### src/rtl/manchester_rx_fifo.sv
// manchester_rx_fifo: oversampling Manchester receiver with address filter
// and a small payload FIFO drained through a valid/ready port.
//
// Parameters: DATA_WIDTH payload bits, ADDR_WIDTH address bits,
//   HALF_BIT_CYCLES half-bit period in clk cycles (even, >=4),
//   FIFO_DEPTH payload entries (power of two, >=2).
// Ports:
//   clk, rst         clock, synchronous active-high reset
//   digital_in       asynchronous Manchester line, idle low
//   halt             forces the decoder to IDLE, FIFO keeps draining
//   address          this station's address (all-ones is broadcast)
//   out_data/out_valid/out_ready  FIFO head, valid/ready handshake
//   frame_start      1-cycle pulse on start bit
//   frame_error      1-cycle pulse on framing (or parity) error
//   overflow         sticky, accepted frame dropped on full FIFO
//   busy             decoder not in IDLE
//   level            FIFO occupancy
// Build option: define MANCHESTER_RX_PARITY_EN to expect an even-parity
//   bit after the data bits, covering address+data.

module manchester_rx_fifo #(
   parameter int DATA_WIDTH      = 8,
   parameter int ADDR_WIDTH      = 4,
   parameter int HALF_BIT_CYCLES = 8,
   parameter int FIFO_DEPTH      = 4
) (
   input  logic                          clk,
   input  logic                          rst,
   input  logic                          digital_in,
   input  logic                          halt,
   input  logic [ADDR_WIDTH-1:0]         address,
   output logic [DATA_WIDTH-1:0]         out_data,
   output logic                          out_valid,
   input  logic                          out_ready,
   output logic                          frame_start,
   output logic                          frame_error,
   output logic                          overflow,
   output logic                          busy,
   output logic [$clog2(FIFO_DEPTH):0]   level
);

`ifdef MANCHESTER_RX_PARITY_EN
   localparam int NB = ADDR_WIDTH + DATA_WIDTH + 1;
`else
   localparam int NB = ADDR_WIDTH + DATA_WIDTH;
`endif
   localparam int CW = $clog2(NB + 1);
   localparam int TW = $clog2(3 * HALF_BIT_CYCLES + 1);
   localparam int PW = $clog2(FIFO_DEPTH);
   localparam int LW = PW + 1;

   localparam logic [TW-1:0] T_MIN = TW'(3 * HALF_BIT_CYCLES / 2);
   localparam logic [TW-1:0] T_MAX = TW'(5 * HALF_BIT_CYCLES / 2);
   localparam logic [TW-1:0] T_SAT = TW'(3 * HALF_BIT_CYCLES);
   localparam logic [CW-1:0] CNT_END = CW'(NB);
   localparam logic [LW-1:0] FULL_LVL = LW'(FIFO_DEPTH);
   localparam logic [ADDR_WIDTH-1:0] BCAST = '1;

   localparam logic [1:0] S_IDLE = 2'd0;
   localparam logic [1:0] S_RX   = 2'd1;
   localparam logic [1:0] S_TAIL = 2'd2;

   logic sync1_q, sync1_d, sync2_q, sync2_d, prev_q, prev_d;
   logic [1:0] state_q, state_d;
   logic [TW-1:0] timer_q, timer_d, timer_inc;
   logic [CW-1:0] cnt_q, cnt_d;
   logic [NB-1:0] shreg_q, shreg_d;
   logic fs_q, fs_d, fe_q, fe_d, ovf_q, ovf_d;
   logic [PW-1:0] wr_q, wr_d, rd_q, rd_d;
   logic [LW-1:0] level_q, level_d;
   logic [DATA_WIDTH-1:0] mem_q [FIFO_DEPTH];

   logic edge_det, rise, push, pop, full, push_ok, par_err;
   logic [ADDR_WIDTH-1:0] rx_addr;
   logic [DATA_WIDTH-1:0] rx_data;

   assign rx_addr = shreg_q[NB-1 -: ADDR_WIDTH];
   assign rx_data = shreg_q[NB-1-ADDR_WIDTH -: DATA_WIDTH];
`ifdef MANCHESTER_RX_PARITY_EN
   assign par_err = ^shreg_q;
`else
   assign par_err = 1'b0;
`endif

   always_comb begin
      sync1_d  = digital_in;
      sync2_d  = sync1_q;
      prev_d   = sync2_q;
      edge_det = sync2_q ^ prev_q;
      rise     = sync2_q & ~prev_q;
      // timer_inc is the elapsed count including the current cycle,
      // so a nominal 2H edge spacing evaluates as exactly 2H.
      timer_inc = (timer_q == T_SAT) ? timer_q : timer_q + 1'b1;
      state_d  = state_q;
      timer_d  = timer_q;
      cnt_d    = cnt_q;
      shreg_d  = shreg_q;
      fs_d     = 1'b0;
      fe_d     = 1'b0;
      push     = 1'b0;
      if (halt) begin
         state_d = S_IDLE;
      end else begin
         unique case (state_q)
            S_IDLE: begin
               if (rise) begin
                  state_d = S_RX;
                  timer_d = '0;
                  cnt_d   = '0;
                  fs_d    = 1'b1;
               end
            end
            S_RX: begin
               timer_d = timer_inc;
               if (cnt_q == CNT_END) begin
                  state_d = S_TAIL;
                  timer_d = '0;
                  if (par_err) begin
                     fe_d = 1'b1;
                  end else if (rx_addr == address || rx_addr == BCAST) begin
                     push = 1'b1;
                  end
               end else if (timer_inc > T_MAX) begin
                  state_d = S_TAIL;
                  timer_d = '0;
                  shreg_d = '0;
                  fe_d    = 1'b1;
               end else if (edge_det && timer_inc >= T_MIN) begin
                  shreg_d = {shreg_q[NB-2:0], sync2_q};
                  timer_d = '0;
                  cnt_d   = cnt_q + 1'b1;
               end
            end
            S_TAIL: begin
               // reuse the timer as a consecutive-low-cycle counter
               timer_d = (edge_det || sync2_q) ? '0 : timer_inc;
               if (timer_q == T_SAT) state_d = S_IDLE;
            end
            default: state_d = S_IDLE;
         endcase
      end
   end

   always_comb begin
      out_valid = (level_q != '0);
      pop       = out_valid && out_ready;
      full      = (level_q == FULL_LVL);
      push_ok   = push && (!full || pop);
      ovf_d     = ovf_q | (push && full && !pop);
      wr_d      = push_ok ? wr_q + 1'b1 : wr_q;
      rd_d      = pop ? rd_q + 1'b1 : rd_q;
      level_d   = level_q;
      if (push_ok && !pop) level_d = level_q + 1'b1;
      if (!push_ok && pop) level_d = level_q - 1'b1;
   end

   always_ff @(posedge clk) begin
      if (rst) begin
         sync1_q <= 1'b0;
         sync2_q <= 1'b0;
         prev_q  <= 1'b0;
         state_q <= S_IDLE;
         timer_q <= '0;
         cnt_q   <= '0;
         shreg_q <= '0;
         fs_q    <= 1'b0;
         fe_q    <= 1'b0;
         ovf_q   <= 1'b0;
         wr_q    <= '0;
         rd_q    <= '0;
         level_q <= '0;
      end else begin
         sync1_q <= sync1_d;
         sync2_q <= sync2_d;
         prev_q  <= prev_d;
         state_q <= state_d;
         timer_q <= timer_d;
         cnt_q   <= cnt_d;
         shreg_q <= shreg_d;
         fs_q    <= fs_d;
         fe_q    <= fe_d;
         ovf_q   <= ovf_d;
         wr_q    <= wr_d;
         rd_q    <= rd_d;
         level_q <= level_d;
      end
   end

   always_ff @(posedge clk) begin
      if (push_ok) mem_q[wr_q] <= rx_data;
   end

   assign out_data    = out_valid ? mem_q[rd_q] : '0;
   assign frame_start = fs_q;
   assign frame_error = fe_q;
   assign overflow    = ovf_q;
   assign busy        = (state_q != S_IDLE);
   assign level       = level_q;

endmodule

### config.mk
export PLATFORM = sky130hd
export DESIGN_NAME = manchester_rx_fifo
export DESIGN_NICKNAME = d
export VERILOG_FILES = /design/src/rtl/manchester_rx_fifo.sv
export SDC_FILE = /design/constraint.sdc
export NUM_CORES = 1
export LEC_CHECK = 0
export ABC_AREA = 0
export ABC_CLOCK_PERIOD_IN_PS = 2950
export CAP_MARGIN = 40
export CORE_ASPECT_RATIO = 0.75
export CORE_UTILIZATION = 56
export CTS_CLUSTER_SIZE = 28
export DETAILED_ROUTE_END_ITERATION = 7
export PLACE_DENSITY = 0.85
export SYNTH_ARGS = -nofsm -noshare
export SYNTH_HDL_FRONTEND = slang
export SYNTH_SLANG_ARGS = --single-unit
### constraint.sdc
create_clock -name clk -period 2.95 [get_ports clk]
set_input_delay 0.295 -clock clk [delete_from_list [all_inputs] [get_ports clk]]
set_output_delay 0.295 -clock clk [all_outputs]
set_load 0.1 [all_outputs]
==> summary.md <==
| Metric | Value |
|---|---|
| Status | `complete, no violations` |
| Hold Vio Cnt, Final | `0` |
| Root buffer selected by CTS | `clkbuf_8` |
| DIE HEIGHT | `67.4 µm` |
| Syn Area/Cell | `11.7 µm²` |
| CP required | `3.21 ns` |
| Clock-pin slew on the worst setup and hold paths | `0.07 ns` |
| Clk Latency, worst-skew pair | `0.35 ns` |
| Sw Share | `21.0%` |
| Gate power share | `4.5%` |
| Tot Pwr | `2.03 mW` |
| Total grt overflow | `0` |
| Worst Path Arrival | `2.70 ns` |
| Dominant combinational cell family by area after synthesis | `simple AND/OR/NAND/NOR gates` |
| Mux cell area share after synthesis | `6.59%` |
| Crit path kind | `reg -> reg` |
| H-tree levels | `3` |
| Post-CTS setup buffer count | `0` |
| Switching power | `427 µW` |
| WP buf/inv | `1` |
| Routability Congestion | `0.779` |
| RSZ-0062 raised after global routing | `false` |
| Synth Area in Compound Gates | `11.8%` |
| WL final | `6060 µm` |
| Top FF cell, synth | `dfxtp_1` |
| Share of layout cells above drive strength 1 | `16.9%` |
| Clk buf depth | `2` |
| CP endpoint kind | `register` |
| Ant diodes | `0` |
| Cell family with most CP delay | `compound AO/OA/AOI/OAI gates` |
| Post-DRT Antenna Nets | `0` |
| Fmax | `409 MHz` |
| Port Buffers | `24` |
| Initial antenna violation count | `0` |
| YS warnings | `0` |
| Non-Filler Instances | `377` |
| Leading area contributor after synthesis | `edfxtp_1` |
| Area of the mapped netlist | `0.00319 mm²` |
| First-pass detailed-route iteration total | `4` |
| Inst Count DP | `361` |
| Max-cap violation count | `0` |
| CTS tree | `done` |
| Post-Synth XOR/XNOR Area | `3.29%` |
| Async SR Flop Fraction | `0%` |
| Clock Power Share | `45.8%` |
| Hold-fix buffers, CTS | `0` |
| Adder-Cell Fraction of Synth Area | `6.12%` |
| CTS buffer count | `9` |
| Fin crit period | `2.44 ns` |
| Final setup vio count | `0` |
| Post-synth cell types | `52` |
| CTS resizes | `0` |
| Cells after Synth | `273` |
| Iteration-0 DRC Markers | `258` |
| DIE WIDTH | `89.2 µm` |
| Internal Power | `1.61 mW` |
| Post-synth top area share | `30.1%` |
| DR DRC count | `0` |
| Total Routing Usage GR | `22.9%` |
| Simple-gate share of the synthesized area | `14.3%` |
| Number of global-route vias before repair | `2023` |
| Period utilization | `82.8%` |
| Syn_nets | `297` |
| Final Max Slew Viols | `0` |
| Crit-path max cell delay | `0.48 ns` |
| Vias after detailed routing | `2184` |
| Fin Clk Skew | `0.00915 ns` |
| Clock tree sinks | `70` |
| Util after Layout | `68.2%` |
| Post-synth EDFFs | `32` |
| Peak supply drop | `563 µV` |
| Ports | `25` |
| Synth top cells by count | `38 x dfxtp_1, 32 x edfxtp_1, 20 x nor2_1, 16 x inv_1` |
| Cell with the most instances after synthesis | `dfxtp_1` |
| Starting Density | `59.0%` |
| CP Max Fanout | `7` |
| Largest net degree at the start of global routing | `20` |
| Post-DP HPWL | `4190 µm` |
| Site Rows | `23` |
| Die Area | `0.00601 mm²` |
| Nets | `321` |
| Worst-path cell chain | `inv_1, ha_1, a211oi_2, a41oi_1, o22a_2, o32a_1, or4_1, o31ai_1` |
| Fin Setup TNS | `0 ns` |
| Via density per instance | `5.79` |
| Core area | `0.00541 mm²` |
| CP Launch Type | `register` |
| WL per Instance | `16.1 µm` |
| Worst hold path type | `reg -> reg` |
| Seq/Total Area, Yosys | `53.9%` |
| Slowest stage cell, crit path | `or4_1` |
| First-pass GRT wire length | `10000 µm` |
| Slew at the pin with the worst max-slew slack | `0.544 ns` |
| Synth Register Bits | `70` |
| Synth-to-layout area growth | `15.6%` |
| Synth area leaders | `edfxtp_1 30%, dfxtp_1 24%, mux4_2 5.6%, ha_1 5.5%, a22o_1 3.3%` |
| Pwr Density | `551 mW/mm²` |
| Flop pwr share | `49.7%` |
| Lkg Pwr | `1.36 nW` |
| Max-slew headroom | `63.7%` |
state kept, by name, summed over array words and instances, names as in the netlist, 2 cells and up, named ones only:
signal	cells
wr_q	2
rd_q	2
cnt_q	4
timer_q	5
state_q	2
shreg_q	12
level	3
mem_q	32
worst paths after layout:
check	slack, ns	endpoint	depth (start not counted)	startpoint
worst max-delay path	0.51	cnt_q[1]	8	timer_q[0]
worst min-delay path	0.45	prev_d	1	sync1_q
worst max register to register	0.51	cnt_q[1]	8	timer_q[0]
worst min register to register	0.45	prev_d	1	sync1_q
logic make-up (layout without fill, tap and decap cells):
kind of cell	count (synthesis)	after routing
muxes	11	11
and+or+nand+nor	86	86
buffers and inverters	30	59
xor gates and xnor gates	12	12
adders and majority gates	15	15
DFF	70	70
AOI/OAI and AO/OA	49	49
metrics by stage:
step,cell area (µm²),setup WS [ns],hold slack (ns)
2_1_floorplan,3200,0.0123,0.374
3_3_place_gp,3450,0.268,0.449
3_5_place_dp,3450,0.209,0.444
4_1_cts,3690,0.524,0.453
5_1_grt,3690,0.304,0.485
6_report,3690,0.506,0.446
worst reg2reg max path, stage by stage (launching register included):
cell and delay, ns:
dfxtp_1 0.41, inv_1 0.13, ha_1 0.35, a211oi_2 0.16
a41oi_1 0.06, o22a_2 0.31, o32a_1 0.39, or4_1 0.48
o31ai_1 0.08
metal layers:
layer | routed length [µm] | vias to the layer above | track usage (%)
li1 | - | 1052 | -
met2 | 2750 | 75 | 33.8
met3 | 564 | 7 | 9.41
met4 | 38 | 0 | 6.55
met5 | 0 | - | 0
met1 | 2710 | 1050 | 31.3
power by group through the flow:
stage                     Sequential [mW]  Combinational, mW  Clock, mW
after floorplan                      1.03             0.0573          0
after global placement               1.03             0.0878          0
after detailed placement             1.03             0.0899          0
after CTS                            1.01             0.0906      0.945
after global routing                 1.01             0.0995      0.997
final                                1.01             0.0908      0.932
layout make-up:
type | instances | area (µm²)
Tap cell | 75 | 93.8
Inverter | 16 | 60.1
Sequential cell | 70 | 1730
Clock inverter | 7 | 121
Clock buffer | 9 | 124
Fill cell | 407 | 1720
Multi-Input combinational cell | 173 | 1340
Timing Repair Buffer | 27 | 223
layout by cell type, fill, tap and decap left out, types with 5 or more instances in the layout:
| cell | instances |
|---|---|
| dfxtp_1 | 35 |
| edfxtp_1 | 32 |
| nor2_1 | 20 |
| buf_4 | 19 |
| inv_1 | 16 |
| and2_1 | 14 |
| ha_1 | 14 |
| nand2_1 | 12 |
| a22o_1 | 12 |
| nand3_1 | 9 |
| clkbuf_8 | 9 |
| xor2_1 | 8 |
| mux4_2 | 8 |
| clkdlybuf4s50_1 | 8 |
| a21oi_1 | 6 |
| nand4_1 | 5 |
| and3_1 | 5 |
| a31oi_1 | 5 |
(Power assumes the default switching activity.)
